### src/rtl/ws2812b_in_module.sv
// ws2812b_in_module
// Receiver/decoder for the WS2812B single-wire LED protocol. The line is
// synchronised, each high pulse is measured and turned into one bit (long
// pulse = 1, short pulse = 0), and bits are packed MSB first into BITS-wide
// words (G7..G0, R7..R0, B7..B0). A long low period marks the latch/frame end.
//
// Ports:
//   clk          system clock (9 MHz nominal)
//   reset        synchronous, active-high reset
//   ws2812b_data asynchronous serial input line
//   word         decoded word, stable while word_valid=1
//   word_valid   decoded word available
//   word_ready   consumer accepts word (transfer when word_valid & word_ready)
//   frame_end    one-cycle pulse when the latch low period is detected
//   error        one-cycle pulse on high-pulse timeout or partial word at latch
//   overflow     sticky, set when a completed word had to be dropped
//   debug_info   {state[1:0], synchronised line, overflow}
module ws2812b_in_module #(
  parameter int CYCLES_THRESHOLD = 4,
  parameter int CYCLES_RET       = 225,
  parameter int CYCLES_TIMEOUT   = 32,
  parameter int BITS             = 24
) (
  input  logic            clk,
  input  logic            reset,
  input  logic            ws2812b_data,
  output logic [BITS-1:0] word,
  output logic            word_valid,
  input  logic            word_ready,
  output logic            frame_end,
  output logic            error,
  output logic            overflow,
  output logic [3:0]      debug_info
);

  localparam int LOW_W  = $clog2(CYCLES_RET + 1);
  localparam int HIGH_W = $clog2(CYCLES_TIMEOUT + 1);

  localparam logic [LOW_W-1:0]  LOW_RET   = LOW_W'(CYCLES_RET);
  localparam logic [LOW_W-1:0]  LOW_ONE   = LOW_W'(1);
  localparam logic [LOW_W-1:0]  LOW_ZERO  = LOW_W'(0);
  localparam logic [HIGH_W-1:0] HIGH_TO   = HIGH_W'(CYCLES_TIMEOUT);
  localparam logic [HIGH_W-1:0] HIGH_THR  = HIGH_W'(CYCLES_THRESHOLD);
  localparam logic [HIGH_W-1:0] HIGH_ONE  = HIGH_W'(1);
  localparam logic [HIGH_W-1:0] HIGH_ZERO = HIGH_W'(0);
  localparam logic [4:0]        BIT_LAST  = 5'(BITS - 1);
  localparam logic [4:0]        BIT_ONE   = 5'd1;
  localparam logic [4:0]        BIT_ZERO  = 5'd0;
  localparam logic [BITS-1:0]   WORD_ZERO = {BITS{1'b0}};

  typedef enum logic [1:0] {
    ST_SYNC = 2'd0,
    ST_LOW  = 2'd1,
    ST_HIGH = 2'd2
  } state_t;

  // Registers
  logic              s1_r;
  logic              s2_r;
  logic              s2_d_r;
  state_t            state_r;
  logic [LOW_W-1:0]  low_cnt_r;
  logic [HIGH_W-1:0] high_cnt_r;
  logic [4:0]        bit_cnt_r;
  logic [BITS-1:0]   shift_r;
  logic              done_r;
  logic [BITS-1:0]   word_r;
  logic              word_valid_r;
  logic              frame_end_r;
  logic              error_r;
  logic              overflow_r;

  // Next-state / pulse signals
  state_t            state_s;
  logic [LOW_W-1:0]  low_cnt_s;
  logic [HIGH_W-1:0] high_cnt_s;
  logic [4:0]        bit_cnt_s;
  logic [BITS-1:0]   shift_s;
  logic              done_s;
  logic              frame_end_s;
  logic              error_s;
  logic              rise_s;
  logic              fall_s;
  logic              bit_val_s;

  assign rise_s    = s2_r & ~s2_d_r;
  assign fall_s    = ~s2_r & s2_d_r;
  assign bit_val_s = (high_cnt_r >= HIGH_THR);

  // Two-flop synchroniser plus delayed copy of the second stage for edge detection
  always_ff @(posedge clk) begin
    if (reset) begin
      s1_r   <= 1'b0;
      s2_r   <= 1'b0;
      s2_d_r <= 1'b0;
    end else begin
      s1_r   <= ws2812b_data;
      s2_r   <= s1_r;
      s2_d_r <= s2_r;
    end
  end

  // Decoder state, pulse-width counters and shift register
  always_ff @(posedge clk) begin
    if (reset) begin
      state_r    <= ST_SYNC;
      low_cnt_r  <= LOW_ZERO;
      high_cnt_r <= HIGH_ZERO;
      bit_cnt_r  <= BIT_ZERO;
      shift_r    <= WORD_ZERO;
      done_r     <= 1'b0;
    end else begin
      state_r    <= state_s;
      low_cnt_r  <= low_cnt_s;
      high_cnt_r <= high_cnt_s;
      bit_cnt_r  <= bit_cnt_s;
      shift_r    <= shift_s;
      done_r     <= done_s;
    end
  end

  // Next-state logic: pulse measurement, bit decode, latch and timeout detection
  always_comb begin
    state_s     = state_r;
    low_cnt_s   = low_cnt_r;
    high_cnt_s  = high_cnt_r;
    bit_cnt_s   = bit_cnt_r;
    shift_s     = shift_r;
    done_s      = 1'b0;
    frame_end_s = 1'b0;
    error_s     = 1'b0;
    case (state_r)
      // Wait for a full latch-length low before trusting bit boundaries;
      // entering LOW this way is silent (no frame_end).
      ST_SYNC: begin
        if (s2_r) begin
          low_cnt_s = LOW_ZERO;
        end else if (low_cnt_r >= (LOW_RET - LOW_ONE)) begin
          low_cnt_s = LOW_RET;
          bit_cnt_s = BIT_ZERO;
          state_s   = ST_LOW;
        end else begin
          low_cnt_s = low_cnt_r + LOW_ONE;
        end
      end
      ST_LOW: begin
        if (rise_s) begin
          state_s    = ST_HIGH;
          high_cnt_s = HIGH_ONE;
          low_cnt_s  = LOW_ZERO;
        end else if (!s2_r && (low_cnt_r < LOW_RET)) begin
          low_cnt_s = low_cnt_r + LOW_ONE;
          // Saturation keeps this to one frame_end per low period.
          if (low_cnt_r == (LOW_RET - LOW_ONE)) begin
            frame_end_s = 1'b1;
            if (bit_cnt_r != BIT_ZERO) begin
              error_s   = 1'b1;
              bit_cnt_s = BIT_ZERO;
              shift_s   = WORD_ZERO;
            end else begin
              bit_cnt_s = bit_cnt_r;
            end
          end else begin
            frame_end_s = 1'b0;
          end
        end else begin
          low_cnt_s = low_cnt_r;
        end
      end
      ST_HIGH: begin
        if (fall_s) begin
          shift_s    = {shift_r[BITS-2:0], bit_val_s};
          state_s    = ST_LOW;
          low_cnt_s  = LOW_ONE;
          high_cnt_s = HIGH_ZERO;
          if (bit_cnt_r >= BIT_LAST) begin
            bit_cnt_s = BIT_ZERO;
            done_s    = 1'b1;
          end else begin
            bit_cnt_s = bit_cnt_r + BIT_ONE;
          end
        end else if (s2_r) begin
          if (high_cnt_r >= (HIGH_TO - HIGH_ONE)) begin
            high_cnt_s = HIGH_TO;
            error_s    = 1'b1;
            bit_cnt_s  = BIT_ZERO;
            shift_s    = WORD_ZERO;
            low_cnt_s  = LOW_ZERO;
            state_s    = ST_SYNC;
          end else begin
            high_cnt_s = high_cnt_r + HIGH_ONE;
          end
        end else begin
          high_cnt_s = high_cnt_r;
        end
      end
      default: begin
        state_s    = ST_SYNC;
        low_cnt_s  = LOW_ZERO;
        high_cnt_s = HIGH_ZERO;
        bit_cnt_s  = BIT_ZERO;
        shift_s    = WORD_ZERO;
      end
    endcase
  end

  // Output stage: word handshake, overflow tracking and registered pulses.
  // shift_r is read one cycle after completion; it cannot change in that
  // cycle because the next shift needs a rising edge and a falling edge first.
  always_ff @(posedge clk) begin
    if (reset) begin
      word_r       <= WORD_ZERO;
      word_valid_r <= 1'b0;
      frame_end_r  <= 1'b0;
      error_r      <= 1'b0;
      overflow_r   <= 1'b0;
    end else begin
      frame_end_r <= frame_end_s;
      error_r     <= error_s;
      if (done_r) begin
        if (!word_valid_r || word_ready) begin
          word_r       <= shift_r;
          word_valid_r <= 1'b1;
        end else begin
          overflow_r <= 1'b1;
        end
      end else if (word_valid_r && word_ready) begin
        word_valid_r <= 1'b0;
      end else begin
        word_valid_r <= word_valid_r;
      end
    end
  end

  assign word       = word_r;
  assign word_valid = word_valid_r;
  assign frame_end  = frame_end_r;
  assign error      = error_r;
  assign overflow   = overflow_r;
  assign debug_info = {state_r, s2_r, overflow_r};

endmodule

### config.mk
export PLATFORM = sky130hd
export DESIGN_NAME = ws2812b_in_module
export DESIGN_NICKNAME = d
export VERILOG_FILES = /design/src/rtl/ws2812b_in_module.sv
export SDC_FILE = /design/constraint.sdc
export NUM_CORES = 1
export LEC_CHECK = 0
export ABC_CLOCK_PERIOD_IN_PS = 1950
export CAP_MARGIN = 40
export CORE_ASPECT_RATIO = 1.2
export CORE_UTILIZATION = 51
export CTS_CLUSTER_DIAMETER = 200
export DETAILED_ROUTE_END_ITERATION = 8
export GPL_ROUTABILITY_DRIVEN = 0
export PLACE_DENSITY = 0.71
export SLEW_MARGIN = 0
export SYNTH_ARGS = -nofsm -noshare
export SYNTH_HDL_FRONTEND = slang
export SYNTH_SLANG_ARGS = --single-unit
### constraint.sdc
create_clock -name clk -period 1.95 [get_ports clk]
set_input_delay 0.39 -clock clk [delete_from_list [all_inputs] [get_ports clk]]
set_output_delay 0.39 -clock clk [all_outputs]
set_load 0.01 [all_outputs]
# --- After elaboration in Yosys (flattened, before gate mapping) ---
# Index checks and enable logic that the tools add are counted.
# Widths: inputs -> output; s select.
classes:
  add_sub_neg: 3
  order_cmp: 5
  n_eq_ne: 14
  n_mux: 52
  n_bitwise: 10
  reduce_logical: 18
ops:
  columns: ["op", "count"]
  rows:
  - ["$mux 24", 7]
  - ["$pmux 24 s3", 1]
  - ["$mux 8", 7]
  - ["$mux 5", 10]
  - ["$mux 6", 4]
  - ["$pmux 8 s3", 1]
  - ["$pmux 6 s3", 1]
  - ["$pmux 5 s3", 1]
  - ["$ne 2x2->1 const B", 7]
  - ["$mux 1", 12]
  - ["$mux 2", 6]
  - ["$ne 3x3->1 const B", 3]
  - ["$add 8x1->8 const B", 1]
  - ["$eq 8x8->1 const B", 1]
  - ["$ge 8x8->1 const B", 1]
  - ["$lt 8x8->1 const B", 1]
  - ["$not 1->1", 8]
  - ["$reduce_and 8->1", 1]
  - ["$reduce_and 7->1", 1]
  - ["$add 6x1->6 const B", 1]
  - ["$ge 6x3->1 const B", 1]
  - ["$ge 6x5->1 const B", 1]
  - ["$pmux 2 s3", 1]
  - ["$reduce_and 2->1", 3]
  - ["17 further kinds", 21]
word_totals:
  register_bits: 77
  output_inout_bits: 32
  word_cells: 116

# --- Depth between registers and ports, before layout ---
# Gate-level depths: netlist of run 1.
logic_depth:
  word_depth: 6
  depth_mapped: 9

# --- Worst setup path after synthesis of run 1 ---
# No wires, ideal clock.
synth_path:
  path_type: "reg-to-reg"
  from: "reg low_cnt_r[0]"
  to: "reg shift_r[16]"
  setup_time_ns: 0.121
  arrival_time_ns: 1.963
  required_time_ns: 1.829
  path_slack_ns: -0.135
  stages_incl_launch_ff: 9
  synth_period_minus_slack_ns: 2.085
  cell_sequence: "dfxtp_1 inv_1 ha_1 nor4b_1 a41o_1 and3_1 buf_6 buf_6 mux2_4"
synth_via:
  elab_chain_cells: 4
  word_cells_on_any_way: 6
  classes_between: "order compare (1); eq/ne (3); reduce/logical (2)"
synth_lines:
  columns: ["element", "line_no", "rtl"]
  rows:
  - ["start, declared", "62", "logic [LOW_W-1:0] low_cnt_r;"]
  - ["start signal, assigned", "114", "low_cnt_r <= low_cnt_s;"]
  - ["$lt 8x8->1", "151", "end else if (!s2_r && (low_cnt_r < LOW_RET)) begin"]
  - ["$logic_and 1x1->1", "151", null]
  - ["$ne 2x2->1 (no line)", null, null]
  - ["$reduce_and 7->1 (no line) (*)", null, null]
  - ["end signal, assigned", "117", "shift_r <= shift_s;"]
  - ["end, declared", "65", "logic [BITS-1:0] shift_r;"]
# Mark *: on every way between the ends. The rest lies on a longest branch, timed or not.
# A chain may end at the register's enable or synchronous reset.

# --- Worst setup path in the final report of run 1 ---
layout_path:
  from: "reg bit_cnt_r[0]"
  to: "reg shift_r[19]"
layout_via:
  elab_chain_cells: 3
layout_lines:
  columns: ["element", "line_no", "rtl"]
  rows:
  - ["start, declared", "64", "logic [4:0] bit_cnt_r;"]
  - ["start signal, assigned", "116", "bit_cnt_r <= bit_cnt_s;"]
  - ["$reduce_bool 5->1", "156", "if (bit_cnt_r != BIT_ZERO) begin"]
  - ["$ne 2x2->1 (no line)", null, null]
  - ["$reduce_and 7->1 (no line)", null, null]
# Every way passes these cells.

==> results of run 1 <==
## per-stage QoR
step	hold slack [ps]	area (um^2)	power [mW]
after CTS	448	4630	3.35
after global placement	421	4420	2.11
final	449	4770	3.40
after floorplan	414	3750	1.95
after global routing	473	4770	3.55
after detailed placement	441	4420	2.13
## placed cells by master (no fill, tap or decap), drive strengths merged, types with 3 or more instances in the layout
cell / synthesis / layout
a211oi: 8 / 8
a21oi: 33 / 33
a311oi: 10 / 10
a31o: 9 / 9
a31oi: 5 / 5
a41o: 3 / 3
and3: 3 / 4
buf: 8 / 52
clkbuf: 23 / 10
clkdlybuf4s50: 0 / 34
clkinvlp: 0 / 3
dfxtp: 77 / 77
ha: 11 / 11
inv: 24 / 26
mux2: 8 / 8
mux2i: 11 / 11
nand2: 57 / 57
nand2b: 15 / 15
nand3: 10 / 10
nand4: 5 / 5
nor2: 19 / 19
nor2b: 19 / 19
o21a: 3 / 3
o21ai: 9 / 9
o32ai: 5 / 5
o41ai: 3 / 3
or3: 12 / 12
or4: 3 / 3
## flip-flops by register name, summed over array words and instances, names as in the netlist
| register | flops |
|---|---|
| frame_end | 1 |
| overflow | 1 |
| shift_r | 24 |
| s2_r | 1 |
| state_r | 2 |
| s1_r | 1 |
| error | 1 |
| high_cnt_r | 6 |
| done_r | 1 |
| low_cnt_r | 8 |
| bit_cnt_r | 5 |
| s2_d_r | 1 |
| word | 24 |
| word_valid | 1 |
## Yosys cell counts, types with 11 or more instances
library cell	number
dfxtp_1	77
a21oi_1	33
or3_1	12
nand2_1	57
clkbuf_1	23
nand2b_1	15
inv_1	24
ha_1	11
nor2b_1	19
mux2i_1	11
nor2_1	19
## power groups by stage
stage / registers, mW / clock network, mW / logic, mW
global route: 1.61 / 1.34 / 0.603
floorplan: 1.64 / 0 / 0.312
CTS: 1.60 / 1.26 / 0.491
global placement: 1.64 / 0 / 0.476
detailed placement: 1.64 / 0 / 0.486
finish: 1.61 / 1.23 / 0.564
## metal layers
metal / vias to the layer above / share of wire [%] / global-route usage (%)
met1: 1591 / 45 / 29.2
met3: 17 / 3.7 / 3.73
li1: 1652 / - / -
met4: 0 / 1.4 / 9.70
met5: - / 0 / 0
met2: 78 / 50 / 40.6
## worst max-delay path by stage
| stage | start | endpoint | slack [ps] | depth (start not counted) |
|---|---|---|---|---|
| floorplan | state_r[0] | high_cnt_r[1] | -20 | 7 |
| global placement | bit_cnt_r[0] | shift_r[4] | 50 | 7 |
| detailed placement | low_cnt_r[1] | low_cnt_r[2] | 10 | 8 |
| CTS | state_r[1] | bit_cnt_r[0] | 2 | 6 |
| global route | bit_cnt_r[1] | shift_r[19] | -60 | 7 |
| finish | bit_cnt_r[0] | shift_r[19] | -40 | 7 |
## layout make-up
cell class	instances	area (um^2)	share of cell area [%]
multi-input combinational	295	2060	43.1
sequential	77	1550	32.5
timing repair buffer	86	766	16.1
clock buffer	10	128	2.68
tap	87	109	2.28
inverter	24	90.1	1.89
clock inverter	6	70.1	1.47
## cells by family (layout without fill, tap and decap cells)
family	after synthesis	after routing
muxes	19	19
AOI/OAI and AO/OA	101	101
xor gates and xnor gates	1	1
buffers and inverters	55	126
and+or+nand+nor	162	163
DFF	77	77
adders and majority gates	11	11
## what timing repair did
action | in CTS | in global routing
setup endpoints to repair | 2 | 19
buffers inserted | 0 | 6
cloned | 0 | 2
hold endpoints to repair | 0 | 0
gates resized for setup | 2 | 22
pin swaps | 0 | 9
## critical path, stage by stage (launching register included)
cell and delay, ps:
dfxtp_2 330, inv_2 70, ha_4 120, or4b_4 450, a41o_4 290, and3_4 190, buf_6 140, mux2_4 300
==> run_results.csv, run 1 <==
group,metric,value,unit
worst_setup_path,crit_arrival,2230,ps
yosys,synthCells,426,
worst_setup_path,endpoint_kind,"flip-flop",
timing,finalSetupViolCount,8,
power,power_frac_seq,47.2,%
hold_path,hp-class,"flip-flop to flip-flop",
floorplan,fp.dieW,79.7,um
clocking,clk_path_buf_depth,2,
clocking,insertion_delay,350,ps
timing,relSlewSlack,61.4,%
run_status,violations,"setup timing",
detailed_routing,antenna_left,0,
power,swShare,27.9,%
power,p_comb_share,16.6,%
finish,layout-drive-gt1-share,22.7,%
timing,fmaxAchievable,504,MHz
yosys,async_flop_share,0,%
global_route,grt_use_total,23.6,%
yosys,yosysWarnings,0,
clocking,clkTransAtPathRegs,90,ps
clocking,htree_levels,3,
floorplan,io_pins,36,
worst_setup_path,regToRegSetupSlack,-40,ps
place,place_hpwl,5.98,mm
timing,finalMaxSlewViolations,0,
run_status,run_status,"finished, violations left",
job,maxCapViolations,0,
clocking,clock_sinks,77,
worst_setup_path,setup.worst_path.class,"flip-flop to flip-flop",
floorplan,die_height,95.2,um
yosys,synthMuxAreaShare,5.83,%
power,p_clk_share,36.2,%
global_route,grt_max_degree,25,
yosys,ys_ff_latch,77,
power,powerDensity,713,nW/um^2
finish,antenna_cells,0,
finish,n_fill_cell,564,
yosys,synthAdderAreaFrac,3.73,%
place,post-place-ws,13.3,ps
power,p_switching,0.948,mW
global_route,gr-total-overflow,0,
yosys,synth-simple-area-share,22.9,%
timing,clock_skew,10.4,ps
timing,finalCritPeriodShare,102,%
yosys,synth_compound_area_share,19.0,%
timing,worst_pin_slew,577,ps
worst_setup_path,path_max_fanout,6,
worst_setup_path,cp-start-kind,"flip-flop",
floorplan,initial_core_util,53.2,%
yosys,synth_top_family_by_area,"simple AND/OR/NAND/NOR gates",
finish,area_growth,29.1,%
detailed_routing,viasPerCell,5.71,
detailed_routing,routed_wl,8.82,mm
yosys,synthesis.area,3690,um^2
yosys,yosys.area_share.xor_xnor,0.237,%
global_route,antenna_found_initial,0,
detailed_routing,wl_per_cell,15.1,um
yosys,syn_nets,441,
hold_path,holdCritStartpoint,"s1_r",
clocking,cts_buffers,9,
worst_setup_path,worstPathRequired,2200,ps
yosys,synth_edf_count,0,
floorplan,fp.coreArea,6940,um^2
detailed_routing,drtIter0Drc,204,
worst_setup_path,r2r-end,"shift_r[19]",
floorplan,die_area,7590,um^2
hold_path,worst_hold_path.endpoint,"s2_r",
floorplan,rows,33,
yosys,synth_top_area_share,41.7,%
worst_setup_path,reg2reg_from,"bit_cnt_r[0]",
power,vdd_drop_max,467,uV
yosys,yosysTopAreaCell,"dfxtp_1",
worst_setup_path,r2r_cells,7,
finish,fin_util,68.7,%
timing,hold_viol,0,
finish,stdcell_count,585,
finish,fin_nets,508,
timing,finalSetupTns,-143,ps
timing,rsz0062_at_grt,"true",
global_route,grt_pass1_wl,14.0,mm
clocking,hold_buffers,0,
yosys,ys_seq_area_share,41.7,%
yosys,synth_area_per_cell,8.67,um^2
global_route,grt_pass1_vias,3028,
detailed_routing,drc,0,
yosys,synth_ff_type,"dfxtp_1",
yosys,synth_area_leaders,"dfxtp_1 42%, nand2_1 5.8%, a21oi_1 4.5%",
timing,fin_ws,-35.5,ps
yosys,synth_cell_type_count,53,
clocking,root_buffer,"clkbuf_8",
place,portBuffers,35,
clocking,cts_tree,"yes",
detailed_routing,first_pass_iters,5,
timing,period_minus_slack,1990,ps
power,p_int,2.45,mW
hold_path,whs_path_depth,1,
detailed_routing,dr_total_vias,3338,
power,leakagePower,1.72,nW
place,dp.cells,562,
Power figures use the tool's default switching activity.
==> inputs of run 2 (changes only) <==
- ABC_CLOCK_PERIOD_IN_PS: 1950 -> 2050
- CORE_UTILIZATION: 51 -> 57
- PLACE_DENSITY: 0.71 -> not set
- PLACE_DENSITY_LB_ADDON: not set -> 0.05
- REMOVE_ABC_BUFFERS: not set -> 1
- clock period: 1.95 -> 2.05 ns (I/O delays scaled with it)
==> run_results.csv, run 2 (synthesized netlist as in run 1, its figures left out) <==
group,metric,value,unit
run_status,run_status,"completed",
timing,fmaxAchievable,505,MHz
floorplan,rows,31,
finish,area_growth,26.0,%
floorplan,die_height,90.2,um
global_route,grt_pass1_vias,3334,
worst_setup_path,crit_arrival,2230,ps
clocking,htree_levels,3,
detailed_routing,wl_per_cell,15.4,um
worst_setup_path,endpoint_kind,"flip-flop",
worst_setup_path,crit_family,"simple AND/OR/NAND/NOR gates",
power,powerDensity,730,nW/um^2
timing,finalCritPeriodShare,96.6,%
power,leakagePower,1.71,nW
detailed_routing,dr_total_vias,3368,
global_route,antenna_found_initial,0,
global_route,grt_pass1_wl,14.5,mm
clocking,clkTransAtPathRegs,80,ps
global_route,gr-total-overflow,0,
timing,hold_viol,0,
worst_setup_path,regToRegSetupSlack,70,ps
finish,multiInputGateArea,1950,um^2
floorplan,fp.coreArea,6130,um^2
timing,worst_pin_slew,555,ps
finish,layout-drive-gt1-share,19.6,%
worst_setup_path,critPathSlowestCell,"or4b_4",
finish,fin_util,75.9,%
detailed_routing,viasPerCell,5.85,
detailed_routing,first_pass_iters,5,
finish,final_cell_mix,"73 x dfxtp_1, 57 x nand2_1, 48 x buf_4, 34 x clkdlybuf4s50_1, 33 x a21oi_1",
worst_setup_path,path_max_fanout,13,
power,fin_total_pwr,3.40,mW
clocking,clk_path_buf_depth,2,
hold_path,whs_path_depth,1,
finish,n_fill_cell,499,
power,vdd_drop_max,484,uV
floorplan,fp.dieW,75.5,um
hold_path,holdCritStartpoint,"s1_r",
worst_setup_path,crit_chain,"inv_2 > ha_1 > or4b_4 > a41o_1 > buf_4 > and4_1 > or3_1",
hold_path,worst_hold_path.endpoint,"s2_r",
detailed_routing,routed_wl,8.86,mm
timing,rsz0062_at_grt,"true",
global_route,grt_max_degree,44,
global_route,grt_use_total,27.4,%
floorplan,die_area,6810,um^2
timing,finalMaxSlewViolations,0,
detailed_routing,drc,0,
hold_path,hp-class,"flip-flop to flip-flop",
worst_setup_path,reg2reg_from,"bit_cnt_r[0]",
finish,fin_nets,505,
job,maxCapViolations,0,
place,portBuffers,35,
clocking,root_buffer,"clkbuf_8",
place,place_hpwl,6.26,mm
clocking,clock_sinks,77,
detailed_routing,antenna_left,0,
finish,seq_area,1550,um^2
worst_setup_path,setup.worst_path.class,"flip-flop to flip-flop",
finish,layout_commonest_cell,"dfxtp_1",
finish,antenna_cells,0,
worst_setup_path,worstPathRequired,2300,ps
timing,period_minus_slack,1980,ps
timing,relSlewSlack,62.9,%
clocking,cts_tree,"yes",
worst_setup_path,critical_path_buf_inv_count,2,
timing,clock_skew,8.72,ps
clocking,insertion_delay,360,ps
floorplan,initial_core_util,60.3,%
worst_setup_path,r2r_cells,7,
floorplan,io_pins,36,
worst_setup_path,r2r-end,"bit_cnt_r[4]",
clocking,cts_buffers,9,
detailed_routing,drtIter0Drc,141,
worst_setup_path,cp-start-kind,"flip-flop",
timing,finalSetupViolCount,0,
worst_setup_path,max_stage_delay,460,ps
## run 2: how the worst max path moves through the flow
stage,start,endpoint,slack [ps],cells past startpoint
after floorplan,state_r[0],shift_r[10],-850,6
after global placement,bit_cnt_r[0],shift_r[11],20,8
after detailed placement,low_cnt_r[0],low_cnt_r[3],-40,8
after CTS,state_r[0],bit_cnt_r[0],2,7
after global routing,bit_cnt_r[1],bit_cnt_r[4],-3,7
final,bit_cnt_r[0],bit_cnt_r[4],70,7
## run 2: through the flow
| step | TNS [ps] | setup slack, ps | instances | hold WS, ps | area (um^2) |
|---|---|---|---|---|---|
| 2_1_floorplan | -17270 | -852 | 395 | 414 | 3540 |
| 3_3_place_gp | 0 | 17.0 | 559 | 426 | 4360 |
| 3_5_place_dp | -122 | -36.2 | 559 | 435 | 4360 |
| 4_1_cts | 0 | 1.55 | 574 | 451 | 4610 |
| 5_1_grt | -3.46 | -3.46 | 576 | 467 | 4650 |
| 6_report | 0 | 69.9 | 576 | 446 | 4650 |
## run 2: routing by layer
| layer | GRT usage (%) | vias up | wire [um] |
|---|---|---|---|
| li1 | - | 1647 | - |
| met1 | 31.0 | 1605 | 3640 |
| met2 | 47.8 | 93 | 4660 |
| met3 | 4.48 | 23 | 343 |
| met4 | 13.7 | 0 | 214 |
| met5 | 0 | - | 0 |
## run 2: layout make-up
| class | instances | area share, % |
|---|---|---|
| well taps | 82 | 2.20 |
| clock buffers | 9 | 2.66 |
| multi-input cells | 294 | 42.0 |
| flip-flops and latches | 77 | 33.2 |
| repair buffers | 84 | 15.6 |
| inverters | 24 | 1.94 |
| clock inverters | 6 | 2.42 |
## run 2: what timing repair did
item / 4_1_cts / 5_1_grt
hold buffers: 0 / 0
resized for setup: 3 / 10
pin swaps: 0 / 1
buffers inserted: 0 / 2
setup endpoints to repair: 16 / 27
## run 2: power breakdown
group | switching, mW | total, mW | internal, mW | leakage, nW
registers | 0.0166 | 1.53 | 1.51 | 0.623
logic | 0.255 | 0.482 | 0.227 | 0.971
clock network | 0.582 | 1.39 | 0.804 | 0.119
==> inputs of run 3 (changes only) <==
- SKIP_LAST_GASP: not set -> 1
==> results of run 3 <==
Final layout, timing and power as in run 2 (identical DEF).
